--- src/rtl/pbit_local_field.sv ---
// Local field z = bias + sum_j W[j]*m[j] for one p-bit, one neighbour per cycle, Q(INT_SIZE).(FLOAT_SIZE).
// Define PBIT_LOCAL_FIELD_SAT_EN to saturate z instead of wrapping it.
module pbit_local_field #(
    parameter int N_NEIGH    = 4,
    parameter int INT_SIZE   = 8,
    parameter int FLOAT_SIZE = 24,
    parameter int ADDR_W     = 2
) (
    input  logic                           CLK,
    input  logic                           RST,
    input  logic                           start,
    input  logic [N_NEIGH-1:0]             m_vec,
    input  logic [INT_SIZE+FLOAT_SIZE-1:0] bias,
    input  logic                           w_we,
    input  logic [ADDR_W-1:0]              w_addr,
    input  logic [INT_SIZE+FLOAT_SIZE-1:0] w_data,
    output logic [INT_SIZE+FLOAT_SIZE-1:0] z,
    output logic                           z_valid,
    output logic                           busy
);

    localparam int Z_W   = INT_SIZE + FLOAT_SIZE;
    localparam int ACC_W = Z_W + $clog2(N_NEIGH + 1) + 1;
    localparam logic [ADDR_W:0]   N_NEIGH_W = (ADDR_W + 1)'(N_NEIGH);
    localparam logic [ADDR_W-1:0] LAST_IDX  = ADDR_W'(N_NEIGH - 1);

    typedef enum logic [1:0] {IDLE, ACCUM, DONE} state_t;

    state_t                   state;
    state_t                   state_next;
    logic [N_NEIGH-1:0]       m_lat;
    logic [ADDR_W-1:0]        idx;
    logic signed [ACC_W-1:0]  acc;
    logic signed [ACC_W-1:0]  w_ext;
    logic [Z_W-1:0]           z_narrow;
    logic [Z_W-1:0]           weights [N_NEIGH];

    always_ff @(posedge CLK) begin
        if (RST) begin
            state <= IDLE;
        end else begin
            state <= state_next;
        end
    end

    always_comb begin
        state_next = state;
        case (state)
            IDLE:    if (start) state_next = ACCUM;
            ACCUM:   if (idx == LAST_IDX) state_next = DONE;
            DONE:    state_next = IDLE;
            default: state_next = IDLE;
        endcase
    end

    always_comb begin
        busy = (state != IDLE);
    end

    // Writes land at the clock edge, so a same-cycle read of that entry still sees the old weight.
    always_ff @(posedge CLK) begin
        if (RST) begin
            for (int i = 0; i < N_NEIGH; i++) begin
                weights[i] <= '0;
            end
        end else if (w_we && ({1'b0, w_addr} < N_NEIGH_W)) begin
            weights[w_addr] <= w_data;
        end
    end

    assign w_ext = {{(ACC_W - Z_W){weights[idx][Z_W-1]}}, weights[idx]};

    always_ff @(posedge CLK) begin
        if (RST) begin
            acc     <= '0;
            idx     <= '0;
            m_lat   <= '0;
            z       <= '0;
            z_valid <= 1'b0;
        end else begin
            z_valid <= 1'b0;
            case (state)
                IDLE: begin
                    if (start) begin
                        m_lat <= m_vec;
                        acc   <= {{(ACC_W - Z_W){bias[Z_W-1]}}, bias};
                        idx   <= '0;
                    end
                end
                ACCUM: begin
                    acc <= m_lat[idx] ? (acc + w_ext) : (acc - w_ext);
                    idx <= idx + ADDR_W'(1);
                end
                DONE: begin
                    z       <= z_narrow;
                    z_valid <= 1'b1;
                end
                default: ;
            endcase
        end
    end

`ifdef PBIT_LOCAL_FIELD_SAT_EN
    // The value fits in Z_W bits only when all bits from the Z_W sign position upward agree.
    logic [ACC_W-Z_W:0] acc_top;
    assign acc_top = acc[ACC_W-1:Z_W-1];

    always_comb begin
        z_narrow = acc[Z_W-1:0];
        if (!((acc_top == '0) || (acc_top == '1))) begin
            z_narrow = acc[ACC_W-1] ? {1'b1, {(Z_W-1){1'b0}}} : {1'b0, {(Z_W-1){1'b1}}};
        end
    end
`else
    logic unused_acc_hi;
    assign z_narrow      = acc[Z_W-1:0];
    assign unused_acc_hi = ^acc[ACC_W-1:Z_W];
`endif

endmodule

--- config.mk ---
export PLATFORM = sky130hd
export DESIGN_NAME = pbit_local_field
export DESIGN_NICKNAME = d
export VERILOG_FILES = /design/src/rtl/pbit_local_field.sv
export SDC_FILE = /design/constraint.sdc
export NUM_CORES = 1
export LEC_CHECK = 0
export BUFFER_PORTS_ARGS = -buffer_cell sky130_fd_sc_hd__buf_4
export CORE_ASPECT_RATIO = 0.6
export CORE_MARGIN = 2
export CORE_UTILIZATION = 32
export CTS_BUF_LIST = sky130_fd_sc_hd__clkbuf_8
export DETAILED_ROUTE_END_ITERATION = 7
export PLACE_DENSITY_LB_ADDON = 0.08
export SYNTH_ARGS = -nofsm -noshare
export SYNTH_HDL_FRONTEND = slang
export SYNTH_SLANG_ARGS = --single-unit
--- constraint.sdc ---
create_clock -name CLK -period 5.2 [get_ports CLK]
set_input_delay 1.04 -clock CLK [delete_from_list [all_inputs] [get_ports CLK]]
set_output_delay 1.04 -clock CLK [all_outputs]
set_load 0.03 [all_outputs]
==> results of run 1 <==
report_power, final:
group	total, mW	switching [mW]	leakage (nW)	internal [mW]
combinational	1.11	0.641	2.72	0.473
sequential	1.90	0.0686	1.86	1.84
clock	1.42	0.687	0.378	0.732
total	4.44	1.40	4.96	3.04
cell families after synthesis:
logic type                 Yosys count  synth area share [%]
AOI/OAI and AO/OA                  210                 12.15
DFF                                203                 49.01
buffers and inverters               76                 2.845
adders and majority gates           41                 4.772
muxes                               39                 7.376
and+or+nand+nor                    414                 20.08
xor gates and xnor gates            47                 3.774
worst register-to-register path: cells and delay by family (launching register included):
kind	cells	cell delay, ns
buf+inv	1	0.19
simple gates	6	1.93
compound gates	5	1.05
mux	1	0.58
flops	1	0.45
xor+xnor	1	0.17
fa+ha+maj	1	0.38
synth_stat cells, types with 8 or more instances:
library cell  number  share of area (%)
ha_1              40                4.6
dfxtp_1           75                 14
nor3_1             9               0.41
and3_1            11               0.63
a21o_1            13               0.89
edfxtp_1         128                 35
nand2_1          148                5.1
o21ai_0           19               0.87
xnor2_1           25                2.0
and2_1           129                7.4
xor2_1            22                1.8
inv_1             18               0.62
mux4_2            33                6.8
clkbuf_1          46                1.6
nand2b_1           8               0.46
a21oi_1           94                4.3
a211oi_1          10               0.69
nand4_1            9               0.52
a31oi_1           14               0.80
a311oi_1          13                1.0
nor2_1            52                1.8
layout by cell type, fill, tap and decap left out, types with 33 or more instances in the layout:
cell | netlist | layout
mux4_2 | 33 | 33
ha_1 | 40 | 40
nand2_1 | 148 | 148
and2_1 | 129 | 129
a21oi_1 | 94 | 94
clkbuf_8 | 0 | 42
edfxtp_1 | 128 | 128
nor2_1 | 52 | 52
dfxtp_1 | 75 | 73
buf_4 | 0 | 133
flip-flops by register name, indices dropped and copies added, names as in the netlist, named ones only:
register	count
z_valid	1
m_lat	4
weights	128
acc	32
idx	2
z	32
state	2
worst max-delay path by stage:
stage / start / endpoint / slack, ns / depth (start not counted)
finish: flop / acc[28]$_SDFFE_PP0P_ / 0.33 / 15
global route: flop / acc[30]$_SDFFE_PP0P_ / -0.04 / 16
CTS: flop / acc[30]$_SDFFE_PP0P_ / 0.23 / 17
detailed placement: flop / acc[30]$_SDFFE_PP0P_ / 0.25 / 17
global placement: flop / acc[28]$_SDFFE_PP0P_ / 0.36 / 15
floorplan: flop / acc[30]$_SDFFE_PP0P_ / 0.85 / 16
metrics by stage:
stage / area, um2 / util, % / hold slack, ns / TNS [ns] / power [mW]
finish: 12970 / 38.55 / 0.4525 / 0 / 4.438
global route: 12970 / 38.55 / 0.4705 / -0.03538 / 4.717
CTS: 12930 / 38.43 / 0.4557 / 0 / 4.500
detailed placement: 12270 / 36.48 / 0.4477 / 0 / 3.051
global placement: 12270 / 36.48 / 0.4435 / 0 / 3.058
floorplan: 10910 / - / 0.4331 / 0 / 2.715
repair_timing:
item                       4_1_cts  5_1_grt
setup endpoints to repair        0        3
setup buffers                    0        2
resized for setup                0        6
layout make-up:
class / instances / area (um2) / share of cell area [%]
Inverter: 20 / 75.07 / 0.5789
Multi-Input combinational cell: 751 / 5313 / 40.97
Sequential cell: 203 / 5350 / 41.26
Tap cell: 459 / 574.3 / 4.429
Clock inverter: 18 / 78.83 / 0.6079
Timing Repair Buffer: 133 / 998.5 / 7.700
Clock buffer: 42 / 578.1 / 4.458
layer usage:
metal	GRT usage [%]	part of all wire, %	vias to the layer above
li1	-	-	3962
met1	24.98	51	3884
met2	25.24	44	116
met3	3.142	3.3	32
met4	3.364	1.1	0
met5	0	0	-
==> metrics.md, run 1 <==
| Metric | Value |
|---|---|
| Run status | `finished clean` |
| Maximum number of pins on one net before global-route repair | `71` |
| Number of design-rule violations left by the first detailed-router iteration | `587` |
| Library cells used by synthesis | `67` |
| Nets@finish | `1260` |
| Fraction of final layout cells sized beyond drive strength 1 | `21.25%` |
| Average vias per placed instance | `4.916` |
| Floorplan core area | `33640 um2` |
| Cell count after synthesis | `1030` |
| Fraction of the yosys area taken by sequential cells | `49.01%` |
| Port Buffers | `107` |
| Cell Pwr Density | `342.2 nW/um2` |
| Final Cycle Share | `93.67%` |
| Global-route usage over all layers | `16.72%` |
| Number of endpoints with negative hold slack in the final report | `0` |
| Largest stage delay, worst path | `0.58 ns` |
| Critical path type | `flop to flop` |
| CP max stage cell | `mux4_2` |
| Netlist Area Pre-Place | `10910 um2` |
| Number of global-route vias before repair | `8013` |
| Global placer's final weighted congestion | `0.7913` |
| Clock edge transition at the registers on the reported setup and hold paths | `0.06 ns` |
| Antenna fix cells | `0` |
| Filler cell count in the final layout | `3388` |
| Clock Skew | `0.01759 ns` |
| HPWL after detailed placement | `20140 um` |
| Residual antenna-violating net count after detailed routing | `0` |
| CTS tree | `built` |
| Number of CTS-inserted buffers | `36` |
| Number of synthesis warnings | `0` |
| Clock network latency to the later pin of the worst-skew pair | `0.54 ns` |
| Worst Reg2Reg Path Length in Cells | `15` |
| Final-report max-slew violation count | `0` |
| Crit-path leading delay family | `simple AND/OR/NAND/NOR gates` |
| Most common flop cell mapped by yosys | `edfxtp_1` |
| Final routed wire length divided by cell count | `18.05 um` |
| Reg-to-reg endpoint | `acc[28]$_SDFFE_PP0P_` |
| Clock sink total | `203` |
| Post-layout min period | `4.871 ns` |
| Kind of end point of the critical path | `flop` |
| Highest achievable clock rate | `205.3 MHz` |
| Leakage | `4.964 nW` |
| Average cell area after synthesis | `10.59 um2` |
| PnR worst setup slack | `0.3289 ns` |
| Starting density of the core | `32.42%` |
| Worst IR drop on VDD | `125.6 uV` |
| Worst hold path depth | `2` |
| Number of antenna violations at the first check in global routing | `0` |
| Number of cells after detailed placement | `1564` |
| Critical Path, Cell by Cell | `mux4_2, or4_4, nor3_4, buf_4, a21oi_1, xnor2_1, ha_1, a21o_1, a311oi_1, a2bb2oi_1, nand4_1, nand4_1, a21oi_1, or4_1, and3_1` |
| Cell Count, Final, Fillers Out | `1626` |
| Die height | `147.0 um` |
| Number of nets in the synthesized netlist | `1145` |
| Deepest clock path buffer count | `3` |
| Arrival time at the worst endpoint | `5.30 ns` |
| Total via count after detailed routing | `7994` |
| Max-cap violations | `0` |
| Post-route DRC | `0` |
| DRT Wirelength | `29350 um` |
| Ys async rst share | `0%` |
| H-tree level count | `2` |
| Final setup vio count | `0` |
| FP Rows | `52` |
| Die area | `35630 um2` |
| Master cell of the clock root buffer | `clkbuf_8` |
| Leftover overflow at the end of global routing | `0` |
| Launch point of the worst hold path | `z[23]$_SDFFE_PP0P_` |
| 1st-pass router iterations | `6` |
| Critical Path Start Type | `flop` |
| WP buf/inv | `1` |
| Synthesis-to-finish area growth | `18.89%` |
| Required time at the endpoint of the critical path | `5.62 ns` |
| Hold Path Class | `flop to flop` |
| Worst rel slew slack | `28.74%` |
| Post-synth EDFFs | `128` |
| Reg2reg setup slack | `0.33 ns` |
| Global-route wire length before repair | `46580 um` |
| Worst-Margin Slew | `1.069 ns` |
| Die boundary width | `242.3 um` |
| Ports | `108` |
| Number of hold-repair buffers added at the cts stage | `0` |
| Worst-case setup slack after placement | `0.2460 ns` |
| Seq cells post-synth | `203` |
| Crit-path max FO | `9` |
| Hold endpoint | `z[23]$_SDFFE_PP0P_` |
Power figures use the tool's default switching activity.
==> inputs of run 2 (changes only) <==
BUFFER_PORTS_ARGS = -buffer_cell sky130_fd_sc_hd__buf_2   (was -buffer_cell sky130_fd_sc_hd__buf_4)
==> run 2 against run 1 <==
Critical path depth shrank 1. Maximum frequency grew 0.87%. Sequential share of layout area grew 1.0 points. Cell count shrank 0.37%. Core utilization shrank 0.93 points. Non-clock buffer count shrank 2. Critical path type unchanged. Power shrank 0.27%. Sequential cell count is the same.
==> metrics.md, run 2 (synthesis gave the netlist of run 1 again) <==
| Metric | Value |
|---|---|
| Run status | `finished clean` |
| Clock power share | `32.2% (+0.2 points)` |
| Cell Count, Final, Fillers Out | `1620 (-0.37%)` |
| Crit-path leading delay family | `simple AND/OR/NAND/NOR gates` |
| WP buf/inv | `1 (unchanged)` |
| 1st-pass router iterations | `5 (-1)` |
| Ports | `108 (unchanged)` |
| Worst rel slew slack | `32.08% (+3.3 points)` |
| Commonest cells after routing, fill and taps aside | `nand2_1 (148), and2_1 (129), edfxtp_1 (128)` |
| Average vias per placed instance | `4.940 (+0.47%)` |
| Worst hold path depth | `2 (unchanged)` |
| Nets@finish | `1257 (-0.24%)` |
| Largest stage delay, worst path | `0.63 ns (+0.05 ns)` |
| Global-route usage over all layers | `16.91% (+0.19 points)` |
| Number of design-rule violations left by the first detailed-router iteration | `594 (+1.2%)` |
| Antenna fix cells | `0 (unchanged)` |
| Floorplan core area | `33640 um2 (unchanged)` |
| Synthesis-to-finish area growth | `16.01%` |
| Pint | `3.043 mW (about the same)` |
| DRT Wirelength | `29460 um (+0.38%)` |
| Critical Path, Cell by Cell | `mux4_2, or4_4, nor3b_2, buf_4, a21oi_1, xor2_1, ha_1, nand2_1, or4b_1, nand4_1, nand3_1, a211o_1, a2111oi_0, or3b_1` |
| Number of antenna violations at the first check in global routing | `0 (unchanged)` |
| Leakage | `4.871 nW (-1.9%)` |
| Final routed wire length divided by cell count | `18.19 um (+0.75%)` |
| Max-cap violations | `0 (unchanged)` |
| Stages on the worst setup path | `14 (-1)` |
| Critical Path Start Type | `flop` |
| Maximum number of pins on one net before global-route repair | `82 (+15%)` |
| Cell Pwr Density | `349.8 nW/um2 (+2.2%)` |
| Residual antenna-violating net count after detailed routing | `0 (unchanged)` |
| H-tree level count | `2 (unchanged)` |
| CTS tree | `built` |
| Arrival time at the worst endpoint | `5.31 ns (about the same)` |
| Largest Register | `weights` |
| Global-route wire length before repair | `46920 um (+0.74%)` |
| Post-layout min period | `4.829 ns (-0.04197 ns)` |
| Final Cycle Share | `92.87% (-0.81 points)` |
| Port Buffers | `107 (unchanged)` |
| FP Rows | `52 (unchanged)` |
| Leftover overflow at the end of global routing | `0 (unchanged)` |
| Clock Skew | `0.01015 ns (-0.007449 ns)` |
| Number of endpoints with negative hold slack in the final report | `0 (unchanged)` |
| Flip-flop count of the largest register after layout | `128 (unchanged)` |
| Cell area after placement | `12000 um2 (-2.2%)` |
| Number of cells after detailed placement | `1564 (unchanged)` |
| Worst-Margin Slew | `1.019 ns (-0.05015 ns)` |
| Hold Path Class | `flop to flop` |
| Worst Reg2Reg Path Length in Cells | `14 (-1)` |
| Commonest non-fill, non-tap cell in the layout | `nand2_1` |
| Combinational fraction of design power | `24.7% (-0.4 points)` |
| Global placer's final weighted congestion | `0.8264 (+4.4%)` |
| Number of CTS-inserted buffers | `35 (-2.8%)` |
| Clock sink total | `203 (unchanged)` |
| Highest achievable clock rate | `207.1 MHz (+0.87%)` |
| Number of setup buffers added after CTS | `0 (unchanged)` |
| Die boundary width | `242.3 um (unchanged)` |
| Largest regs | `weights x128, acc x32, z x32` |
| Clock edge transition at the registers on the reported setup and hold paths | `0.06 ns (about the same)` |
| CP max stage cell | `dfxtp_1` |
| Post-route DRC | `0 (unchanged)` |
| Worst-case setup slack after placement | `0.3361 ns (+0.09007 ns)` |
| Master cell of the clock root buffer | `clkbuf_8` |
| Final-report max-slew violation count | `0 (unchanged)` |
| Deepest clock path buffer count | `3 (unchanged)` |
| Kind of end point of the critical path | `flop` |
| Crit-path max FO | `10 (+1)` |
| Final setup vio count | `0 (unchanged)` |
| Post-route design area | `12650 um2 (-2.4%)` |
| Reg power frac | `43.1% (+0.2 points)` |
| HPWL after detailed placement | `20370 um (+1.1%)` |
| Switching Share | `31.25% (-0.22 points)` |
| Worst IR drop on VDD | `146.5 uV (+17%)` |
| Die area | `35630 um2 (unchanged)` |
| Starting density of the core | `32.42% (unchanged)` |
| Net load switching power | `1.383 mW (-0.97%)` |
| Critical path type | `flop to flop` |
| Clock network latency to the later pin of the worst-skew pair | `0.55 ns (about the same)` |
| Total via count after detailed routing | `8002 (+0.10%)` |
| Number of global-route vias before repair | `8129 (+1.4%)` |
| Required time at the endpoint of the critical path | `5.68 ns (+0.06 ns)` |
| Die height | `147.0 um (unchanged)` |
| Fraction of final layout cells sized beyond drive strength 1 | `20.67% (-0.58 points)` |
| PnR worst setup slack | `0.3709 ns (+0.04197 ns)` |
run 2: cell count changes in the layout (fill, tap and decap cells not counted), sizes merged:
cell,before,now
buf,133,131
bufinv,0,2
clkbuf,42,37
inv,32,31
run 2: timing repair:
action,CTS,global route
setup endpoints to repair,0,2
hold buffers,0,0
gates resized for setup,0,3
run 2: worst paths after layout:
path / start / to / slack [ns]
max: flop / acc[30]$_SDFFE_PP0P_ / 0.37
min: z[17]$_SDFFE_PP0P_ / z[17]$_SDFFE_PP0P_ / 0.45
min reg2reg: z[17]$_SDFFE_PP0P_ / z[17]$_SDFFE_PP0P_ / 0.45
max reg2reg: flop / acc[30]$_SDFFE_PP0P_ / 0.37
run 2: metrics by stage:
step | utilization [%] | power, mW | TNS (ns) | hold WS, ns
4_1_cts | 37.58 | 4.489 | 0 | 0.4552
6_report | 37.62 | 4.426 | 0 | 0.4513
2_1_floorplan | - | 2.715 | 0 | 0.4331
3_5_place_dp | 35.66 | 3.033 | 0 | 0.4462
3_3_place_gp | 35.66 | 3.044 | 0 | 0.4425
5_1_grt | 37.62 | 4.714 | -0.006237 | 0.4697
run 2: cell type report:
type                       count  area, um2
fill                        3437      20980
sequential                   203       5349
multi-input combinational    751       5291
timing repair buffer         131      719.4
tap                          459      574.3
clock buffer                  37      509.2
clock inverter                19      135.1
inverter                      20      75.07
run 2: metal layers:
layer | track usage (%) | part of all wire, %
met1 | 24.52 | 50
met2 | 26.06 | 44
met3 | 3.197 | 3.6
met4 | 4.167 | 1.8
met5 | 0 | 0
run 2: tightest hold or removal path, delay by kind of cell (launching register included):
kind / cells / cell delay [ns]
AOI/OAI and AO/OA: 1 / 0.05
DFF: 1 / 0.30
and+or+nand+nor: 1 / 0.05
run 2: power by group through the flow:
stage          Sequential [mW]  Combinational (mW)  Clock (mW)
5_1_grt                   1.92                1.23        1.56
4_1_cts                   1.91                1.09        1.48
6_report                  1.91                1.09        1.43
3_5_place_dp              1.94                1.09           0
3_3_place_gp              1.95                1.10           0
2_1_floorplan             1.91               0.809           0
==> inputs of run 3 (changes only) <==
CORE_ASPECT_RATIO = 1.75   (was 0.6)
==> run 3 against run 2 <==
Worst hold slack worse by 0.0026 ns. Cell area down 0.30%. Critical path depth up 2. Cell count down 0.12%. Via count down 2.3%.
==> metrics.md, run 3 (synthesis gave the netlist of run 1 again) <==
| Metric | Value |
|---|---|
| Leftover overflow at the end of global routing | `0 (unchanged)` |
| Setup TNS | `0 ns (unchanged)` |
| FP Rows | `89 (+71%)` |
| Arrival time at the worst endpoint | `5.30 ns (about the same)` |
| Required time at the endpoint of the critical path | `5.72 ns (+0.04 ns)` |
| Commonest cells after routing, fill and taps aside | `nand2_1 (148), and2_1 (129), edfxtp_1 (128)` |
| HPWL after detailed placement | `20090 um (-1.4%)` |
| Final setup vio count | `0 (unchanged)` |
| Global-route usage over all layers | `16.22% (-0.68 points)` |
| Final-report max-slew violation count | `0 (unchanged)` |
| Average vias per placed instance | `4.830 (-2.2%)` |
| Critical Path, Cell by Cell | `buf_4, mux4_2, nor4_4, nand4_2, nor3b_1, nor2_1, xnor2_1, ha_1, nand4_1, nor2_1, or4b_1, nand4_1, nand3_1, a211o_1, a2111oi_0, or3b_1` |
| Number of global-route vias before repair | `8194 (+0.80%)` |
| Clock network latency to the later pin of the worst-skew pair | `0.60 ns (+0.05 ns)` |
| Residual antenna-violating net count after detailed routing | `0 (unchanged)` |
| Clock Skew | `0.02447 ns (+0.01432 ns)` |
| Worst-Margin Slew | `0.9612 ns (-0.05753 ns)` |
| 1st-pass router iterations | `4 (-1)` |
| Cell Pwr Density | `342.7 nW/um2 (-2.0%)` |
| Final hold slack | `0.4487 ns (-0.002591 ns)` |
| Largest stage delay, worst path | `0.61 ns (-0.02 ns)` |
| Number of endpoints with negative hold slack in the final report | `0 (unchanged)` |
| Filler cell count in the final layout | `3401 (-1.0%)` |
| H-tree level count | `1 (-1)` |
| Run status | `finished clean` |
| CP max stage cell | `mux4_2` |
| Area of all sequential standard cells | `5346 um2 (about the same)` |
| Critical path type | `flop to flop` |
| CTS tree | `built` |
| Starting density of the core | `32.43% (about the same)` |
| Floorplan core area | `33630 um2 (about the same)` |
| Global placer's final weighted congestion | `0.8220 (-0.53%)` |
| Number of antenna violations at the first check in global routing | `3 (+3)` |
| Die area | `35630 um2 (about the same)` |
| Post-route DRC | `0 (unchanged)` |
| Nets@finish | `1253 (-0.32%)` |
| Hold Path Class | `flop to flop` |
| Area occupied by multi-input gates | `5290 um2 (about the same)` |
| Commonest non-fill, non-tap cell in the layout | `nand2_1` |
| Largest Register | `weights` |
| Largest regs | `weights x128, acc x32, z x32` |
| Die height | `248.2 um (+69%)` |
| Port Buffers | `107 (unchanged)` |
| Final routed wire length divided by cell count | `17.60 um (-3.2%)` |
| Number of design-rule violations left by the first detailed-router iteration | `308 (-48%)` |
| Leakage | `4.848 nW (-0.46%)` |
| Final core occ | `37.51% (-0.10 points)` |
| Flip-flop count of the largest register after layout | `128 (unchanged)` |
| Clock edge transition at the registers on the reported setup and hold paths | `0.06 ns (about the same)` |
| Synthesis-to-finish area growth | `15.67%` |
| Maximum number of pins on one net before global-route repair | `82 (unchanged)` |
| Total via count after detailed routing | `7815 (-2.3%)` |
| Max-cap violations | `0 (unchanged)` |
| DRT Wirelength | `28480 um (-3.3%)` |
| Global-route wire length before repair | `44950 um (-4.2%)` |
| Final Cycle Share | `91.92% (-0.95 points)` |
| Number of cells after detailed placement | `1560 (-0.26%)` |
| Worst IR drop on VDD | `165.8 uV (+13%)` |
| Ports | `108 (unchanged)` |
| Crit-path max FO | `8 (-2)` |
| Number of CTS-inserted buffers | `31 (-11%)` |
| Kind of end point of the critical path | `flop` |
| Critical Path Start Type | `flop` |
| Post-layout min period | `4.780 ns (-0.04950 ns)` |
| Setup repair after global routing missed its margin | `no` |
| Master cell of the clock root buffer | `clkbuf_8` |
| Number of hold-repair buffers added at the cts stage | `0 (unchanged)` |
| Highest achievable clock rate | `209.2 MHz (+1.0%)` |
| Fraction of final layout cells sized beyond drive strength 1 | `20.07% (-0.60 points)` |
| Deepest clock path buffer count | `3 (unchanged)` |
| Clock sink total | `203 (unchanged)` |
| Worst rel slew slack | `35.92% (+3.8 points)` |
| Cell Count, Final, Fillers Out | `1618 (-0.12%)` |
| Die boundary width | `143.6 um (-41%)` |
[run 3: critical path, delay by kind of cell (launching register included)]
family          cells  cell delay [ns]
mux                 1             0.61
fa+ha+maj           1             0.37
compound gates      2             0.67
flops               1             0.43
simple gates       10             2.23
xor+xnor            1             0.14
buf+inv             1             0.25
[run 3: layout make-up]
type | instances | area share, %
clock inverters | 25 | 1.388
repair buffers | 131 | 5.772
multi-input cells | 751 | 41.93
diodes | 2 | 0.03967
well taps | 455 | 4.513
clock buffers | 31 | 3.382
inverters | 20 | 0.5951
flip-flops and latches | 203 | 42.38
[run 3: stage by stage]
step	worst slack, ns	power, mW	cell area [um2]
detailed placement	0.2993	3.031	12000
CTS	0.2741	4.386	12600
finish	0.4204	4.323	12620
global placement	0.3780	3.037	12000
global route	0.01511	4.572	12610
floorplan	0.8467	2.715	10910
[run 3: path summary, 6_finish.rpt]
path | from | to | slack, ns | depth (start not counted)
setup / recovery | flop | acc[30]$_SDFFE_PP0P_ | 0.42 | 16
hold / removal | z[19]$_SDFFE_PP0P_ | z[19]$_SDFFE_PP0P_ | 0.45 | 2
setup reg to reg | flop | acc[30]$_SDFFE_PP0P_ | 0.42 | 16
hold reg to reg | z[19]$_SDFFE_PP0P_ | z[19]$_SDFFE_PP0P_ | 0.45 | 2
[run 3: routing by layer]
| layer | wire (um) | GRT usage (%) | vias up |
|---|---|---|---|
| li1 | - | - | 3944 |
| met1 | 11730 | 18.69 | 3694 |
| met2 | 15140 | 30.78 | 134 |
| met3 | 940 | 2.134 | 41 |
| met4 | 660 | 4.873 | 2 |
| met5 | 7 | 0 | - |
[run 3: power by group]
part           internal [mW]  switching (mW)
logic                  0.454           0.628
clock network          0.700           0.637
registers               1.83          0.0682
[run 3: what timing repair did]
action	in CTS	in global routing
resized for setup	0	1
buffers inserted	0	0
hold endpoints to repair	0	0
setup endpoints to repair	0	1
